$ cat src/rtl/calendar_step_ctrl.sv
// Sequencer for the day/month/year counter chain: arbitrates midnight rollovers against set-mode buttons.
// Latency: midnight to day_en is 2 cycles (latch, grant); each link is PULSE_W+SETTLE_W+1 cycles.
// Backpressure: midnights queue in a saturating counter (sticky overflow_err); button requests queue as pending bits.
module calendar_step_ctrl #(
  parameter int PULSE_W  = 1,
  parameter int SETTLE_W = 2,
  parameter int PEND_MAX = 3
) (
  input  logic clk,
  input  logic reset,
  input  logic midnight,
  input  logic set_mode,
  input  logic btn_day,
  input  logic btn_month,
  input  logic btn_year,
  input  logic end_of_month,
  input  logic end_of_year,
  output logic day_en,
  output logic day_off,
  output logic month_en,
  output logic month_off,
  output logic year_en,
  output logic busy,
  output logic overflow_err
);

  localparam int CNT_MAX = (PULSE_W > SETTLE_W) ? PULSE_W : SETTLE_W;
  localparam int CNT_W   = $clog2(CNT_MAX + 1);

  typedef enum logic [1:0] {IDLE, PULSE, SETTLE, CHECK} state_t;
  typedef enum logic [2:0] {
    SEL_DAY_EN, SEL_DAY_OFF, SEL_MONTH_EN, SEL_MONTH_OFF, SEL_YEAR_EN
  } sel_t;

  state_t           state, state_nxt;
  sel_t             sel, sel_nxt;
  logic [CNT_W-1:0] cnt, cnt_nxt;
  logic [1:0]       pend_cnt;
  logic [2:0]       pend_sum;
  logic [2:0]       btn_q;
  logic [2:0]       btn_edge;
  logic [2:0]       btn_pend;
  logic [2:0]       grant_btn;
  logic             grant_chain;

  assign btn_edge = {btn_year, btn_month, btn_day} & ~btn_q;
  assign pend_sum = {1'b0, pend_cnt} + {2'b00, midnight} - {2'b00, grant_chain};

  // Next-state logic: grant in IDLE, time the pulse and settle phases, follow carries in CHECK.
  always_comb begin
    state_nxt   = state;
    sel_nxt     = sel;
    cnt_nxt     = cnt;
    grant_chain = 1'b0;
    grant_btn   = 3'b000;
    case (state)
      IDLE: begin
        cnt_nxt = '0;
        if (pend_cnt != 2'd0) begin
          grant_chain = 1'b1;
          sel_nxt     = SEL_DAY_EN;
          state_nxt   = PULSE;
        end else if (btn_pend[0]) begin
          grant_btn[0] = 1'b1;
          sel_nxt      = SEL_DAY_OFF;
          state_nxt    = PULSE;
        end else if (btn_pend[1]) begin
          grant_btn[1] = 1'b1;
          sel_nxt      = SEL_MONTH_OFF;
          state_nxt    = PULSE;
        end else if (btn_pend[2]) begin
          grant_btn[2] = 1'b1;
          sel_nxt      = SEL_YEAR_EN;
          state_nxt    = PULSE;
        end
      end
      PULSE: begin
        if (cnt == CNT_W'(PULSE_W - 1)) begin
          cnt_nxt   = '0;
          state_nxt = SETTLE;
        end else begin
          cnt_nxt = cnt + 1'b1;
        end
      end
      SETTLE: begin
        if (cnt == CNT_W'(SETTLE_W - 1)) begin
          cnt_nxt   = '0;
          state_nxt = CHECK;
        end else begin
          cnt_nxt = cnt + 1'b1;
        end
      end
      CHECK: begin
        cnt_nxt   = '0;
        state_nxt = IDLE;
        if (sel == SEL_DAY_EN && end_of_month) begin
          sel_nxt   = SEL_MONTH_EN;
          state_nxt = PULSE;
        end else if (sel == SEL_MONTH_EN && end_of_year) begin
          sel_nxt   = SEL_YEAR_EN;
          state_nxt = PULSE;
        end
      end
      default: state_nxt = IDLE;
    endcase
  end

  // State register plus registered output decode of the next state.
  always_ff @(posedge clk) begin
    if (reset) begin
      state     <= IDLE;
      sel       <= SEL_DAY_EN;
      cnt       <= '0;
      day_en    <= 1'b0;
      day_off   <= 1'b0;
      month_en  <= 1'b0;
      month_off <= 1'b0;
      year_en   <= 1'b0;
      busy      <= 1'b0;
    end else begin
      state     <= state_nxt;
      sel       <= sel_nxt;
      cnt       <= cnt_nxt;
      day_en    <= (state_nxt == PULSE) && (sel_nxt == SEL_DAY_EN);
      day_off   <= (state_nxt == PULSE) && (sel_nxt == SEL_DAY_OFF);
      month_en  <= (state_nxt == PULSE) && (sel_nxt == SEL_MONTH_EN);
      month_off <= (state_nxt == PULSE) && (sel_nxt == SEL_MONTH_OFF);
      year_en   <= (state_nxt == PULSE) && (sel_nxt == SEL_YEAR_EN);
      // Covers the grant cycle through the final CHECK cycle of the operation.
      busy      <= (state != IDLE) || (state_nxt != IDLE);
    end
  end

  // Request capture: midnight counter with saturation, button edges gated by set_mode.
  always_ff @(posedge clk) begin
    if (reset) begin
      pend_cnt     <= 2'd0;
      overflow_err <= 1'b0;
      btn_q        <= 3'b000;
      btn_pend     <= 3'b000;
    end else begin
      btn_q    <= {btn_year, btn_month, btn_day};
      btn_pend <= set_mode ? ((btn_pend & ~grant_btn) | btn_edge) : 3'b000;
      pend_cnt <= (pend_sum > 3'(PEND_MAX)) ? 2'(PEND_MAX) : pend_sum[1:0];
      if (midnight && (pend_cnt == 2'(PEND_MAX))) begin
        overflow_err <= 1'b1;
      end
    end
  end

endmodule
$ cat config.mk
export PLATFORM = sky130hd
export DESIGN_NAME = calendar_step_ctrl
export DESIGN_NICKNAME = d
export VERILOG_FILES = /design/src/rtl/calendar_step_ctrl.sv
export SDC_FILE = /design/constraint.sdc
export NUM_CORES = 1
export LEC_CHECK = 0
export ABC_AREA = 1
export CAP_MARGIN = 20
export CORE_MARGIN = 2
export CORE_UTILIZATION = 65
export CTS_CLUSTER_DIAMETER = 200
export CTS_CLUSTER_SIZE = 20
export DETAILED_ROUTE_END_ITERATION = 16
export DONT_BUFFER_PORTS = 1
export HOLD_SLACK_MARGIN = 0.02
export PLACE_DENSITY = 0.83
export SETUP_SLACK_MARGIN = 0.4
export SYNTH_ARGS = -nofsm -noshare
export SYNTH_HDL_FRONTEND = slang
export SYNTH_SLANG_ARGS = --single-unit
$ cat constraint.sdc
create_clock -name clk -period 4.7 [get_ports clk]
set_input_delay 0.94 -clock clk [delete_from_list [all_inputs] [get_ports clk]]
set_output_delay 0.94 -clock clk [all_outputs]
set_load 0.02 [all_outputs]
==> results of run 1 <==
cell usage in the layout (no fill, tap or decap), drive strengths merged:
master and n:
nand2 40, inv 26, nor2 24, dfxtp 22, nand3 12, ha 10, a21oi 8, o21ai 8
or2 4, clkbuf 4, nand4 2, nor3 2, clkinv 1, a21boi 1, a31oi 1, xor2 1
fa 1
metal layers:
metal,track usage,up-vias,routed length [microns]
li1,-,514,-
met1,0.315,437,971
met2,0.403,36,1100
met3,0.0453,4,123
met4,0.0973,0,31
met5,0,-,0
path summary, 6_finish.rpt:
check | from | end | slack [ps] | cells past startpoint
hold reg to reg | btn_pend[0] | btn_pend[0] | 490 | 2
hold / removal | btn_pend[0] | btn_pend[0] | 490 | 2
setup / recovery | state[0] | pend_cnt[0] | 2270 | 12
setup reg to reg | state[0] | pend_cnt[0] | 2270 | 12
worst register-to-register path, stage by stage, from the launching register on:
cell and delay (ps):
sky130_fd_sc_hd__dfxtp_1 370, sky130_fd_sc_hd__inv_1 130, sky130_fd_sc_hd__ha_1 380, sky130_fd_sc_hd__inv_1 110, sky130_fd_sc_hd__nor2_1 120, sky130_fd_sc_hd__ha_1 230, sky130_fd_sc_hd__inv_1 50, sky130_fd_sc_hd__ha_1 130
sky130_fd_sc_hd__inv_1 50, sky130_fd_sc_hd__fa_1 370, sky130_fd_sc_hd__xor2_1 180, sky130_fd_sc_hd__o21ai_0 170, sky130_fd_sc_hd__inv_1 50
report_power, final:
group          internal (mW)  switching (mW)  leakage (nW)
sequential             0.223          0.0502         0.181
combinational          0.129           0.237         0.416
clock                 0.0474          0.0582        0.0210
total                  0.400           0.346         0.617
flip-flops by register name, indices dropped and copies added (netlist names):
| signal | count |
|---|---|
| btn_pend | 3 |
| btn_q | 3 |
| sel | 3 |
| cnt | 2 |
| pend_cnt | 2 |
| state | 2 |
| busy | 1 |
| day_en | 1 |
| day_off | 1 |
| month_en | 1 |
| month_off | 1 |
| overflow_err | 1 |
| year_en | 1 |
logic make-up (layout without fill, tap and decap cells):
logic type | Yosys count | after routing | synth area share
and+or+nand+nor | 84 | 84 | 0.345
DFF | 22 | 22 | 0.357
AOI/OAI and AO/OA | 18 | 18 | 0.0882
buffers and inverters | 28 | 31 | 0.0852
adders and majority gates | 11 | 11 | 0.118
xor gates and xnor gates | 1 | 1 | 0.00710
through the flow:
step                utilization  hold slack, ps  total power, mW  instances  setup WS [ps]
floorplan                     -             453            0.571        164           2530
global placement          0.715             471            0.618        188           2460
detailed placement        0.715             475            0.638        188           2300
CTS                       0.735             493            0.746        192           2250
global route              0.735             517            0.816        192           2060
finish                    0.735             490            0.745        192           2270
cell type report:
class / count / area, sq um / area share
Tap cell: 25 / 31.3 / 0.0241
Sequential cell: 22 / 440 / 0.339
Multi-Input combinational cell: 114 / 688 / 0.530
Clock buffer: 4 / 36.3 / 0.0280
Inverter: 27 / 101 / 0.0781
==> results.yml, run 1 <==
synthesis:
  synth.yosys.seq_area_share: 0.357
  synth.lib_cells_used.distinct: 27
  synth_area_leaders: "sky130_fd_sc_hd__dfxtp_1 36%, sky130_fd_sc_hd__ha_1 10%, sky130_fd_sc_hd__nand2_1 9.4%"
  number_of_warnings_issued_by_yosys: 0
  netlist_top_cells_count: "31 x sky130_fd_sc_hd__nand2_1, 24 x sky130_fd_sc_hd__inv_1, 22 x sky130_fd_sc_hd__dfxtp_1"
  synth_area_sq_um: 1230
  top_area_cell_type_share_of_the_netlist_area: 0.357
  syn-instance-count: 164
  ys_ff_latch: 22
  postSynthAreaPerCell_sq_um: 7.52
  synth_edf_count: 0
  dominantRegCellSynth: "sky130_fd_sc_hd__dfxtp_1"
  yosys.area.top_type: "sky130_fd_sc_hd__dfxtp_1"
  yosys.cell_count.top_type: "sky130_fd_sc_hd__nand2_1"
  syn_nets: 184
  synthArstFlopShare: 0
timing:
  timing_worst_slew_pin_value_ps: 349
  finalCritPeriodShare: 0.518
  clock_skew_ps: 2.39
  setup_tns_ps: 0
  finalSetupViolations: 0
  slew_headroom: 0.765
  final_number_of_hold_violating_endpoints: 0
  setup_repair_after_global_routing_missed_its_margin: "false"
  final.min_clock_period_ps: 2430
  final-max-slew-violation-count: 0
  fmaxAchievable_ghz: 0.411
cts:
  cts.sinks: 22
  worst_skew_pair.late_latency_ps: 310
  postCtsSetupRepairBufs: 0
  cts_made_buffers: 3
  ctsLongestPathBuffers: 2
  cts_htree_levels: 1
  worst_setup_hold_path_clk_slew_ps: 120
  cts_tree: "done"
  ctsResizeCount: 0
  cts_hold_buffers: 0
  clock_tree.root_cell: "sky130_fd_sc_hd__clkbuf_4"
place:
  detailed_place_hpwl_mm: 1.70
  placement.io_buffers: 0
  place.gp.congestion: 0.837
  postPlaceCellArea_sq_um: 1260
floorplanning:
  core-area_sq_um: 1760
  num_io_pins: 16
  horiz_die_dim_microns: 47.6
  start_util: 0.699
  std_cell_rows: 15
  die_height_microns: 47.6
  dieArea_sq_um: 2260
worst_setup_path:
  critical_path_capture_point_type: "flip-flop"
  max_stage_delay_ps: 380
  critPathMaxFanout: 7
  worst_path_dominant_cell_family: "adder cells"
  critical_path.most_common_cell: "sky130_fd_sc_hd__inv_1"
  cp.arrival_ps: 2660
  cp-start-kind: "flip-flop"
  worst-endpoint-required_ps: 4920
  cp.buffers_inverters: 5
  cp_cell_sequence: "inv_1, ha_1, inv_1, nor2_1, ha_1, inv_1, ha_1, inv_1, fa_1, xor2_1, o21ai_0, inv_1"
  critical_path.slowest_cell: "sky130_fd_sc_hd__ha_1"
  startpoint_to_endpoint_class_of_the_critical_path: "flip-flop to flip-flop"
cells_and_area:
  finish.net_count: 188
  num-fill-cells: 156
  layout-area-overhead-vs-synth_pct: 5.17
  layout-drive-gt1-share: 0.174
  num_antenna_cells: 0
  finish.instance_area_sq_um: 1300
global_route:
  grt.overflow.total: 0
  global_route_wire_length_before_repair_mm: 3.83
  grt_start_max_net_pins: 14
  all_layer_global_routing_usage: 0.244
  first_global_vias: 904
  antenna_found_initial: 0
routing:
  routed_via_density: 5.16
  drt-pass1-iter-count: 6
  first_iter_violations: 21
  route.detailed.wl_per_inst_microns: 11.6
  drc_errors: 0
  detailroute.via_count: 991
  detail-route-antenna-nets: 0
  detail_route.wirelength_mm: 2.23
min_path:
  min_path_type: "flip-flop to flip-flop"
run:
  drv_cap: 0
pwr:
  power_density_nw_per_um2: 574
  leakagePower_nw: 0.617
  ir_drop_mv: 0.392
run_status:
  outcome: "completed"
No activity file was read; power rests on OpenSTA's default activity.
==> inputs of run 2 (changes only) <==
Settings changed: ABC_AREA 1 to 0, CORE_UTILIZATION 65 to 61, PLACE_DENSITY 0.83 to 0.79.
Clock period 4.7 ns to 2.5 ns, I/O delays scaled along.
==> run 2 against run 1 <==
  * Synthesized cell count shrank 23%
  * Sequential share of layout area grew 1.4 points
  * Core utilization is 1.8 points lower
  * First-iteration DRC count fell by 71%
  * Synthesized area fell by 5.4%
  * Via count shrank 6.8%
  * Clock skew increased by 7.9 ps
  * Global-route usage is 3.1 points lower
  * Setup slack lost 1700 ps
  * Final cell count is 20% lower
  * Maximum frequency up 25%
  * Critical endpoint unchanged
==> results.yml, run 2 <==
run_status:
  outcome: "completed"
pwr:
  ir_drop_mv: 0.819
  power_density_nw_per_um2: 1090
  leakagePower_nw: 0.483
  netSwitchingPower_uw: 509
  cellInternalPower_uw: 868
  clockPowerShare: 0.191
  p_sw_frac: 0.370
  p_seq_frac: 0.358
  p_comb_frac: 0.450
global_route:
  grt_start_max_net_pins: 18
  antenna_found_initial: 0
  first_global_vias: 821
  grt.overflow.total: 0
  all_layer_global_routing_usage: 0.213
  global_route_wire_length_before_repair_mm: 3.40
routing:
  drc_errors: 0
  detail_route.wirelength_mm: 2.06
  detailroute.via_count: 924
  detail-route-antenna-nets: 0
  routed_via_density: 6.04
  route.detailed.wl_per_inst_microns: 13.4
  first_iter_violations: 6
  drt-pass1-iter-count: 4
cells_and_area:
  layout-area-overhead-vs-synth_pct: 8.47
  layout-drive-gt1-share: 0.172
  final_cell_mix: "20 x sky130_fd_sc_hd__dfxtp_1, 14 x sky130_fd_sc_hd__nor2_1, 10 x sky130_fd_sc_hd__inv_1, 10 x sky130_fd_sc_hd__a21oi_1, 9 x sky130_fd_sc_hd__ha_1"
  finish.net_count: 149
  reg.largest.list: "btn_pend (3), btn_q (3), sel (3)"
  finish.instance_area_sq_um: 1270
  commonest_non_fill_non_tap_cell_in_the_layout: "sky130_fd_sc_hd__dfxtp_1"
  num_antenna_cells: 0
place:
  place.gp.congestion: 0.770
  postPlaceCellArea_sq_um: 1170
  placement.io_buffers: 0
  detailed_place_hpwl_mm: 1.56
synthesis:
  yosys.area.top_type: "sky130_fd_sc_hd__dfxtp_1"
  postSynthAreaPerCell_sq_um: 9.19
  number_of_warnings_issued_by_yosys: 0
  dominantRegCellSynth: "sky130_fd_sc_hd__dfxtp_1"
  synth.lib_cells_used.distinct: 43
  synth_area_leaders: "sky130_fd_sc_hd__dfxtp_1 38%, sky130_fd_sc_hd__ha_1 11%, sky130_fd_sc_hd__nor2_1 4.5%"
  top_area_cell_type_share_of_the_netlist_area: 0.377
  synth.yosys.seq_area_share: 0.377
  netlist_top_cells_count: "22 x sky130_fd_sc_hd__dfxtp_1, 14 x sky130_fd_sc_hd__nor2_1, 12 x sky130_fd_sc_hd__inv_1"
  ys_ff_latch: 22
  synth_area_sq_um: 1170
  yosys.cell_count.top_type: "sky130_fd_sc_hd__dfxtp_1"
  synth_edf_count: 0
  syn_nets: 147
  syn-instance-count: 127
  synthArstFlopShare: 0
cts:
  worst_skew_pair.late_latency_ps: 310
  ctsLongestPathBuffers: 2
  cts_made_buffers: 3
  worst_setup_hold_path_clk_slew_ps: 120
  cts_htree_levels: 1
  cts.sinks: 22
  cts_hold_buffers: 0
  clock_tree.root_cell: "sky130_fd_sc_hd__clkbuf_4"
  cts_tree: "done"
worst_setup_path:
  critical_path.most_common_cell: "sky130_fd_sc_hd__inv_1"
  timing.rr.end: "pend_cnt[0]"
  critPathMaxFanout: 5
  critical_path.slowest_cell: "sky130_fd_sc_hd__dfxtp_4"
  cp_cell_sequence: "inv_2, ha_4, inv_1, nor2_1, ha_1, inv_1, ha_1, inv_1, fa_2, xnor2_2, a21oi_1"
  regToRegStartpoint: "state[1]"
  critical_path_capture_point_type: "flip-flop"
  worst_path_dominant_cell_family: "adder cells"
  startpoint_to_endpoint_class_of_the_critical_path: "flip-flop to flip-flop"
  cp-start-kind: "flip-flop"
  worst-endpoint-required_ps: 2750
  cp.buffers_inverters: 4
  regToRegSetupSlack_ps: 550
  cp.arrival_ps: 2200
  crit_start: "state[1]"
  max_stage_delay_ps: 380
  timing.reg2reg.worst_path_depth: 11
timing:
  setup_repair_after_global_routing_missed_its_margin: "false"
  final_number_of_hold_violating_endpoints: 0
  final-max-slew-violation-count: 0
  timing_worst_slew_pin_value_ps: 434
  finalCritPeriodShare: 0.779
  setup_tns_ps: 0
  holdWs_ps: 238
  final.min_clock_period_ps: 1950
  slew_headroom: 0.708
  finalSetupViolations: 0
  clock_skew_ps: 10.3
  fmaxAchievable_ghz: 0.513
min_path:
  hold_path_startpoint: "reset"
  destination_of_the_worst_hold_path: "state[1]"
  min_path_type: "primary input to flip-flop"
  hold-path-cell-count: 1
floorplanning:
  core-area_sq_um: 1760
  dieArea_sq_um: 2280
  std_cell_rows: 15
  num_io_pins: 16
  die_height_microns: 47.7
  horiz_die_dim_microns: 47.7
  start_util: 0.662
run:
  drv_cap: 0
[run 2: cell count changes after synthesis, moves of 3 or more]
cell	change
sky130_fd_sc_hd__a21oi_1	+3
sky130_fd_sc_hd__inv_1	-12
sky130_fd_sc_hd__nand2_1	-28
sky130_fd_sc_hd__nand2_2	-7
sky130_fd_sc_hd__nand2b_1	+3
sky130_fd_sc_hd__nand3_1	-9
sky130_fd_sc_hd__nor2_2	-4
sky130_fd_sc_hd__nor2_4	-4
sky130_fd_sc_hd__nor2b_1	+6
sky130_fd_sc_hd__o21ai_0	-4
[run 2: kinds of logic after synthesis]
group | after synthesis | synth area share
muxes | 1 | 0.00857
and+or+nand+nor | 46 | 0.243
xor gates and xnor gates | 1 | 0.00750
adders and majority gates | 11 | 0.124
AOI/OAI and AO/OA | 30 | 0.178
buffers and inverters | 16 | 0.0611
DFF | 22 | 0.377
[run 2: worst register-to-register path, cell delays in order, from the launching register on]
cell and delay [ps]:
sky130_fd_sc_hd__dfxtp_4 380, sky130_fd_sc_hd__inv_2 100, sky130_fd_sc_hd__ha_4 150, sky130_fd_sc_hd__inv_1 60
sky130_fd_sc_hd__nor2_1 110, sky130_fd_sc_hd__ha_1 230, sky130_fd_sc_hd__inv_1 50, sky130_fd_sc_hd__ha_1 130
sky130_fd_sc_hd__inv_1 50, sky130_fd_sc_hd__fa_2 350, sky130_fd_sc_hd__xnor2_2 140, sky130_fd_sc_hd__a21oi_1 140
[run 2: timing repair]
action / 4_1_cts / 5_1_grt
gates resized for setup: 6 / 5
pin swaps: 1 / 1
setup endpoints to repair: 7 / 2
buffers inserted: 1 / 0
gates cloned: 0 / 0
[run 2: final cells by class]
type | count | area, sq um
multi-input cells | 89 | 682
fillers | 142 | 498
flip-flops and latches | 22 | 448
inverters | 12 | 45.0
well taps | 25 | 31.3
clock inverters | 1 | 30.0
clock buffers | 3 | 22.5
repair buffers | 1 | 7.51
[run 2: worst max-delay path by stage]
stage                             end  slack [ps]  depth (start not counted)
after global routing      pend_cnt[0]         410                         11
after global placement        year_en         380                          6
after detailed placement  pend_cnt[0]         250                         11
final                     pend_cnt[0]         550                         11
after CTS                 pend_cnt[0]         420                         11
after floorplan           pend_cnt[0]         450                         11
[run 2: metal layers]
metal / wire length (microns) / track usage / up-vias
met5: 0 / 0 / -
met4: 12 / 0.0541 / 0
met3: 100 / 0.0755 / 2
met2: 1070 / 0.365 / 20
met1: 876 / 0.252 / 447
li1: - / - / 455
[run 2: power groups by stage]
stage          Clock [mW]  Combinational, mW  Sequential (mW)
2_1_floorplan           0              0.469            0.480
4_1_cts             0.271              0.577            0.487
3_3_place_gp            0              0.515            0.493
5_1_grt             0.286              0.704            0.501
3_5_place_dp            0              0.537            0.499
6_report            0.263              0.620            0.494
[run 2: through the flow]
stage	power (mW)	cells	setup slack [ps]	utilization
2_1_floorplan	0.949	127	447	-
3_3_place_gp	1.01	148	381	0.665
3_5_place_dp	1.04	148	254	0.665
4_1_cts	1.34	153	425	0.705
5_1_grt	1.49	153	407	0.718
6_report	1.38	153	552	0.718
